`src/rtl/bist_pkg.sv`:
```
// Shared BIST definitions: address ordering modes and the address sequencer state encoding.
package bist_pkg;

  localparam logic [1:0] ADDR_MODE_LINEAR = 2'd0;
  localparam logic [1:0] ADDR_MODE_GRAY   = 2'd1;
  localparam logic [1:0] ADDR_MODE_BITREV = 2'd2;
  localparam logic [1:0] ADDR_MODE_RSVD   = 2'd3;

  typedef enum logic {
    AG_IDLE = 1'b0,
    AG_RUN  = 1'b1
  } ag_state_t;

endpackage

```
`src/rtl/addr_scrambler.sv`:
```
// Purely combinational address mapping: linear, Gray or bit-reversed.
// Non-power-of-2 arrays fall back to linear so the result always stays in range.
module addr_scrambler
  import bist_pkg::*;
#(
  parameter int ADDR_WIDTH = 4,
  parameter bit POW2       = 1'b1
) (
  input  logic [ADDR_WIDTH-1:0] pos,
  input  logic [1:0]            mode,
  output logic [ADDR_WIDTH-1:0] addr
);

  logic [ADDR_WIDTH-1:0] rev;

  always_comb begin
    rev = '0;
    for (int i = 0; i < ADDR_WIDTH; i++) begin
      rev[i] = pos[ADDR_WIDTH-1-i];
    end
    addr = pos;
    if (POW2) begin
      case (mode)
        ADDR_MODE_GRAY:   addr = pos ^ (pos >> 1);
        ADDR_MODE_BITREV: addr = rev;
        default:          addr = pos;
      endcase
    end
  end

endmodule

```
`src/rtl/march_addr_gen.sv`:
```
// March-element address sequencer: walks a latched [lo..hi] window up or down, one step per en,
// and reports last address / completion to the BIST controller.
module march_addr_gen
  import bist_pkg::*;
#(
  parameter int ARRAY_SIZE = 16,
  parameter int ADDR_WIDTH = $clog2(ARRAY_SIZE)
) (
  input  logic                  clk,
  input  logic                  rst_n,
  input  logic                  start,
  input  logic                  abort,
  input  logic                  dir_down,
  input  logic [1:0]            mode,
  input  logic [ADDR_WIDTH-1:0] addr_lo,
  input  logic [ADDR_WIDTH-1:0] addr_hi,
  input  logic                  en,
  output logic [ADDR_WIDTH-1:0] addr_out,
  output logic                  busy,
  output logic                  last,
  output logic                  done
);

  localparam logic [ADDR_WIDTH-1:0] MAX_ADDR = ADDR_WIDTH'(ARRAY_SIZE - 1);
  localparam logic [ADDR_WIDTH-1:0] ONE      = ADDR_WIDTH'(1);
  localparam bit                    POW2     = ((ARRAY_SIZE & (ARRAY_SIZE - 1)) == 0);

  ag_state_t             state, state_nxt;
  logic [ADDR_WIDTH-1:0] pos, pos_nxt, end_pos, end_nxt;
  logic [ADDR_WIDTH-1:0] lo_c, hi_c, win_lo, win_hi, map_nxt;
  logic [1:0]            mode_q, mode_nxt;
  logic                  dir_q, dir_nxt, done_nxt;

  // Compare one bit wider so the clamp stays a real comparison for power-of-2 sizes.
  always_comb begin
    lo_c   = ({1'b0, addr_lo} > {1'b0, MAX_ADDR}) ? MAX_ADDR : addr_lo;
    hi_c   = ({1'b0, addr_hi} > {1'b0, MAX_ADDR}) ? MAX_ADDR : addr_hi;
    win_lo = (lo_c > hi_c) ? hi_c : lo_c;
    win_hi = (lo_c > hi_c) ? lo_c : hi_c;
  end

  assign busy = (state == AG_RUN);
  assign last = busy && (pos == end_pos);

  always_comb begin
    state_nxt = state;
    pos_nxt   = pos;
    end_nxt   = end_pos;
    dir_nxt   = dir_q;
    mode_nxt  = mode_q;
    done_nxt  = 1'b0;
    case (state)
      AG_IDLE: begin
        if (start && !done) begin
          state_nxt = AG_RUN;
          pos_nxt   = dir_down ? win_hi : win_lo;
          end_nxt   = dir_down ? win_lo : win_hi;
          dir_nxt   = dir_down;
          mode_nxt  = mode;
        end
      end
      AG_RUN: begin
        if (abort) begin
          state_nxt = AG_IDLE;
        end else if (en) begin
          if (pos == end_pos) begin
            state_nxt = AG_IDLE;
            done_nxt  = 1'b1;
          end else begin
            pos_nxt = dir_q ? (pos - ONE) : (pos + ONE);
          end
        end
      end
      default: state_nxt = AG_IDLE;
    endcase
  end

  // Mapping the next position keeps addr_out registered yet aligned with pos.
  addr_scrambler #(
    .ADDR_WIDTH(ADDR_WIDTH),
    .POW2      (POW2)
  ) u_scrambler (
    .pos (pos_nxt),
    .mode(mode_nxt),
    .addr(map_nxt)
  );

  always_ff @(posedge clk or negedge rst_n) begin
    if (!rst_n) begin
      state    <= AG_IDLE;
      pos      <= '0;
      end_pos  <= '0;
      dir_q    <= 1'b0;
      mode_q   <= ADDR_MODE_LINEAR;
      addr_out <= '0;
      done     <= 1'b0;
    end else begin
      state    <= state_nxt;
      pos      <= pos_nxt;
      end_pos  <= end_nxt;
      dir_q    <= dir_nxt;
      mode_q   <= mode_nxt;
      addr_out <= map_nxt;
      done     <= done_nxt;
    end
  end

endmodule

```
`config.mk`:
```
export PLATFORM = sky130hd
export DESIGN_NAME = march_addr_gen
export DESIGN_NICKNAME = d
export VERILOG_FILES = /design/src/rtl/bist_pkg.sv /design/src/rtl/addr_scrambler.sv /design/src/rtl/march_addr_gen.sv
export SDC_FILE = /design/constraint.sdc
export NUM_CORES = 1
export LEC_CHECK = 0
export ABC_AREA = 0
export CAP_MARGIN = 20
export CORE_UTILIZATION = 25
export CTS_BUF_LIST = sky130_fd_sc_hd__clkbuf_2 sky130_fd_sc_hd__clkbuf_4 sky130_fd_sc_hd__clkbuf_8
export CTS_CLUSTER_DIAMETER = 80
export DETAILED_ROUTE_END_ITERATION = 16
export GPL_ROUTABILITY_DRIVEN = 0
export PLACE_DENSITY = 0.54
export REMOVE_ABC_BUFFERS = 1
export SLEW_MARGIN = 20
export SYNTH_ARGS = -nofsm -noshare
export SYNTH_HDL_FRONTEND = slang
export SYNTH_HIERARCHICAL = 1
export SYNTH_SLANG_ARGS = --single-unit
```
`constraint.sdc`:
```
create_clock -name clk -period 2.7 [get_ports clk]
set_input_delay 0.54 -clock clk [delete_from_list [all_inputs] [get_ports clk]]
set_output_delay 0.54 -clock clk [all_outputs]
set_load 0.005 [all_outputs]
```
Word level (Yosys, flattened, before mapping). Index checks and enable logic that the tools add are counted.

Register bits after elaboration: 17. Latch bits: 0. Memory bits (writable): 0. Bits in read-only memories: 0. Input port bits: 16. Output and inout bits: 7. Logic and storage cells: 41. Memories kept: 0.

$add $sub $neg: 2. $mul: 0. Divide/modulo/power cells: 0. Magnitude comparators: 1. Equality and inequality tests: 3. Shift operators: 0. Muxes and demuxes: 22. Bitwise logic cells: 2. Reduce and logical (&&, ||, !) cells: 4.

Operators by type and width (number): 4-bit two-way mux (9); 4-bit case mux with 2 select lines (2); 1-bit two-way mux (8); 4-bit by 1-bit adder with 4-bit output, second input constant (1); 4-bit equality test (1); 4-bit greater-than comparator (1); 2-bit two-way mux (2); 4-bit by 1-bit subtractor with 4-bit output, second input constant (1); 4-bit by 3-bit bitwise XOR with 4-bit output (1); 2-bit by 1-bit equality test with 1-bit output, second input constant (1); 2-bit equality test, second input constant (1); 1-bit logical AND (2); 1-bit case mux with 2 select lines (1); 2-bit AND reduction (1); 1-bit zero test (1); 1-bit NOT (1).

Logic depth before layout (Yosys ltp).
Depth in word-level cells: 8. Depth in mapped cells: 11. Mapped depth without buffers: 11.

By module. Netlist, hierarchy kept.

By module, submodules not included: march_addr_gen (instances 1, cells each 87, area each 1004.7 µm², seq. area each 425.4 µm²); addr_scrambler (instances 1, cells each 21, area each 140.1 µm², seq. area each 0.0 µm²).

Worst setup path after synthesis. OpenSTA, ideal clock, no wires.

Path type: input -> register. From: input addr_hi[1]. To: register addr_out[0]. Library setup time: 0.125 ns. Data arrival time: 2.478 ns. Data required time: 2.575 ns. Path slack: 0.096 ns. Stages: 10. Buffers on the path: 0. Cells stage by stage: inv_1 > ha_1 > nor2b_2 > o211ai_2 > a21oi_4 > xnor2_4 > mux2_4 > a221o_1 > a32oi_1 > o21ai_1.

Elaborated cells on any way between the ends: 8. Those cells by class: 1 x order compare; 6 x mux; 1 x bitwise.

RTL lines: from (decl) (line march_addr_gen.sv:16) `input logic [ADDR_WIDTH-1:0] addr_hi,`; 4-bit greater-than comparator (*) (line march_addr_gen.sv:38, march_addr_gen.sv:39); 4-bit two-way mux (on tied branches) (line march_addr_gen.sv:38, march_addr_gen.sv:39); 4-bit two-way mux (*) (line march_addr_gen.sv:56) `pos_nxt = dir_down ? win_hi : win_lo;`; 4-bit two-way mux (*) (line march_addr_gen.sv:54) `if (start && !done) begin`; 4-bit case mux with 2 select lines (*) (line march_addr_gen.sv:52) `case (state)`; via pos_nxt[3] (line march_addr_gen.sv:29) `logic [ADDR_WIDTH-1:0] pos, pos_nxt, end_pos, end_nxt;`; 4-bit case mux with 2 select lines (*) (line addr_scrambler.sv:23) `case (mode)`; via map_nxt[0] (line march_addr_gen.sv:30) `logic [ADDR_WIDTH-1:0] lo_c, hi_c, win_lo, win_hi, map_nxt;`; to (signal assigned) (line march_addr_gen.sv:103) `addr_out <= map_nxt;`; to (decl) (line march_addr_gen.sv:18) `output logic [ADDR_WIDTH-1:0] addr_out,`.

Mark *: on every way through the listed nets, which the timed path passes. The rest lies on a longest branch. A chain may end at the register's enable or synchronous reset.

Worst setup path in the final report. Same ends and word-level chain as after synthesis.

==> flow_summary.json <==
{
  "max-cap-violations": 0,
  "viasPerCell": 4.67,
  "syn_avg_cell_area_um2": 10.6,
  "syn_inst": 108,
  "hold_viol": 0,
  "power.leakage_nw": 0.770,
  "drive_above_1_share_pct": 27.9,
  "tightestPinTransition_ns": 0.840,
  "dr_total_vias": 930,
  "endpoint_kind": "flip-flop",
  "hold_path_class": "flip-flop to flip-flop",
  "min_period_over_period_pct": 96.1,
  "rows": 24,
  "syn_area_um2": 1140,
  "start_kind": "input port",
  "die_area_um2": 4850,
  "chipWidth_um": 69.7,
  "clkSlewWorstSetupHoldPaths_ns": 0.07,
  "routedWlPerCell_um": 13.2,
  "final.min_clock_period_ns": 2.59,
  "layoutNonFillerInstCount": 199,
  "synth_top_area_share_pct": 37.2,
  "diodes": 0,
  "path_class": "input port to flip-flop",
  "cts_made_buffers": 3,
  "drv_slew": 0,
  "syn_to_final_growth_pct": 42.7,
  "final-seq-area_um2": 425,
  "ir_worst_vdd_mv": 0.502,
  "drt-total-wl_um": 2640,
  "reg2reg_from": "pos[1]",
  "arrival_ns": 2.73,
  "grt.overflow.total": 0,
  "ios": 23,
  "io_buffers": 22,
  "crit_start": "addr_hi[1]",
  "nets": 173,
  "post-route-cell-area_um2": 1630,
  "fill_cells": 431,
  "holdWs_ns": 0.521,
  "grt_pass1_vias": 992,
  "fin_util_pct": 37.3,
  "outcome": "finished clean",
  "ff2ff_setup_slack_ns": 0.31,
  "cp.required_ns": 2.84,
  "ys.flop_type": "dfrtp_1",
  "grt_max_degree": 19,
  "cts_buffer_depth": 2,
  "grt_util_all_layers_pct": 11.2,
  "max_freq_ghz": 0.386,
  "critPathCapture": "addr_out[0]",
  "core_um2": 4380,
  "synth-seq-cells": 17,
  "cts_num_sinks": 17,
  "synth_edf_count": 0,
  "fin_skew_ns": 0.00174,
  "fin_total_pwr_mw": 1.45,
  "grt_first_pass_wirelength_um": 4460,
  "rsz0062_at_grt": "no",
  "dp_hpwl_um": 1980,
  "ys.warnings.count": 6,
  "critPathMaxFanout": 5,
  "postRouteAntennaNets": 0,
  "drc": 0,
  "multi_input_area_um2": 714,
  "setup_viol": 0,
  "dp.cells": 195,
  "reg2reg_to": "addr_out[0]",
  "die_h_um": 69.7,
  "place_area_um2": 1540,
  "power_density_nw_per_um2": 889,
  "slew_headroom_pct": 43.8,
  "antenna_found_initial": 0,
  "h-tree-depth": 1,
  "cts-root-buf": "clkbuf_8",
  "firstDrtPassIters": 4,
  "rr_worst_depth": 9,
  "start_util_pct": 26.1,
  "async_flop_share_pct": 100,
  "synth_cell_types": 37,
  "yosysSeqAreaShare_pct": 37.2,
  "clkLatencyLatePin_ns": 0.25,
  "yosys-top-cells-area": "dfrtp_1 (37%), ha_1 (8.7%), mux2i_1 (5.2%), xor2_1 (4.6%), inv_1 (3.6%)",
  "detail_route.iter0.violations": 39,
  "synth_area_leader_cell": "dfrtp_1",
  "cts_tree": "yes"
}
## power by group
part	internal, mW	switching, mW	total (mW)
registers	0.365	0.0810	0.446
clock network	0.103	0.0931	0.196
logic	0.414	0.397	0.810
total	0.881	0.571	1.45
## worst min path at each step
stage          slack, ns  cells past startpoint     endpoint       from
4_1_cts             0.53                      1    mode_q[0]  mode_q[0]
3_5_place_dp        0.51                      1    mode_q[0]  mode_q[0]
5_1_grt             0.55                      1    mode_q[0]  mode_q[0]
6_report            0.52                      1    mode_q[0]  mode_q[0]
2_1_floorplan       0.24                      0  addr_out[0]      rst_n
3_3_place_gp        0.50                      1    mode_q[0]  mode_q[0]
## cell families after synthesis
family	synth area share [%]
compound gates	16.0
simple gates	14.9
flops	37.2
buf+inv	4.26
mux	9.51
fa+ha+maj	10.5
xor+xnor	7.76
## registers in the layout, indices dropped and copies added (netlist names)
name / flops
addr_out: 4
busy: 1
pos: 4
mode_q: 2
done: 1
dir_q: 1
end_pos: 4
## through the flow
| stage | setup TNS, ns | setup slack [ns] |
|---|---|---|
| 2_1_floorplan | 0 | 0.0962 |
| 3_3_place_gp | -1.57 | -0.335 |
| 3_5_place_dp | -2.02 | -0.406 |
| 4_1_cts | 0 | 0.00217 |
| 5_1_grt | 0 | 0.00141 |
| 6_report | 0 | 0.106 |
## per-layer routing
layer  up-vias  part of all wire [%]  track usage [%]
li1        458                     -                -
met1       453                    47             14.4
met2        19                    49             19.1
met3         0                   4.5             3.34
met4         0                     0             1.56
met5         -                     0                0
## cells in the final DEF, fill, tap and decap left out, types with 2 or more instances in the layout
cell             instances
a21oi_1                  5
buf_4                   15
clkbuf_8                 3
clkdlybuf4s50_1         14
dfrtp_1                 17
dlygate4sd2_1            3
dlymetal6s2s_1           5
ha_1                     5
ha_4                     2
inv_1                   10
mux2_2                   3
mux2i_1                  6
nand2_1                  4
nor2_1                   4
nor2b_1                  4
nor2b_4                  2
nor3_1                   2
o21ai_0                  5
o21ai_1                  5
xor2_1                   6
## worst max-delay path: stages
cell and delay, ns:
dlygate4sd2_1 0.22, inv_1 0.05, ha_1 0.29, nor2b_4 0.15
o211ai_2 0.10, a21oi_4 0.21, xnor2_4 0.15, mux2_4 0.32
a221o_1 0.43, a32oi_1 0.20, o21ai_1 0.08
## layout make-up
| class | instances | area share (%) |
|---|---|---|
| multi-input combinational | 78 | 43.7 |
| sequential | 17 | 26.0 |
| timing repair buffer | 37 | 20.9 |
| tap | 52 | 3.98 |
| clock buffer | 3 | 2.53 |
| inverter | 11 | 2.53 |
| clock inverter | 1 | 0.306 |
## cells in the mapped netlist (3+ instances only)
library cell,instances
nand2_1,4
o21ai_0,5
nor2b_1,4
inv_1,11
a21oi_1,6
mux2_2,3
ha_1,8
nor2_1,4
mux2i_1,6
o21ai_1,5
xor2_1,6
dfrtp_1,17
## what timing repair did
| action | in CTS | in global routing |
|---|---|---|
| gates resized for setup | 9 | 7 |
| endpoints found under the setup margin | 4 | 4 |
| hold buffers | 0 | 0 |
| pin swaps | 10 | 7 |
| buffers inserted | 0 | 0 |
No activity file was read; power rests on OpenSTA's default activity.
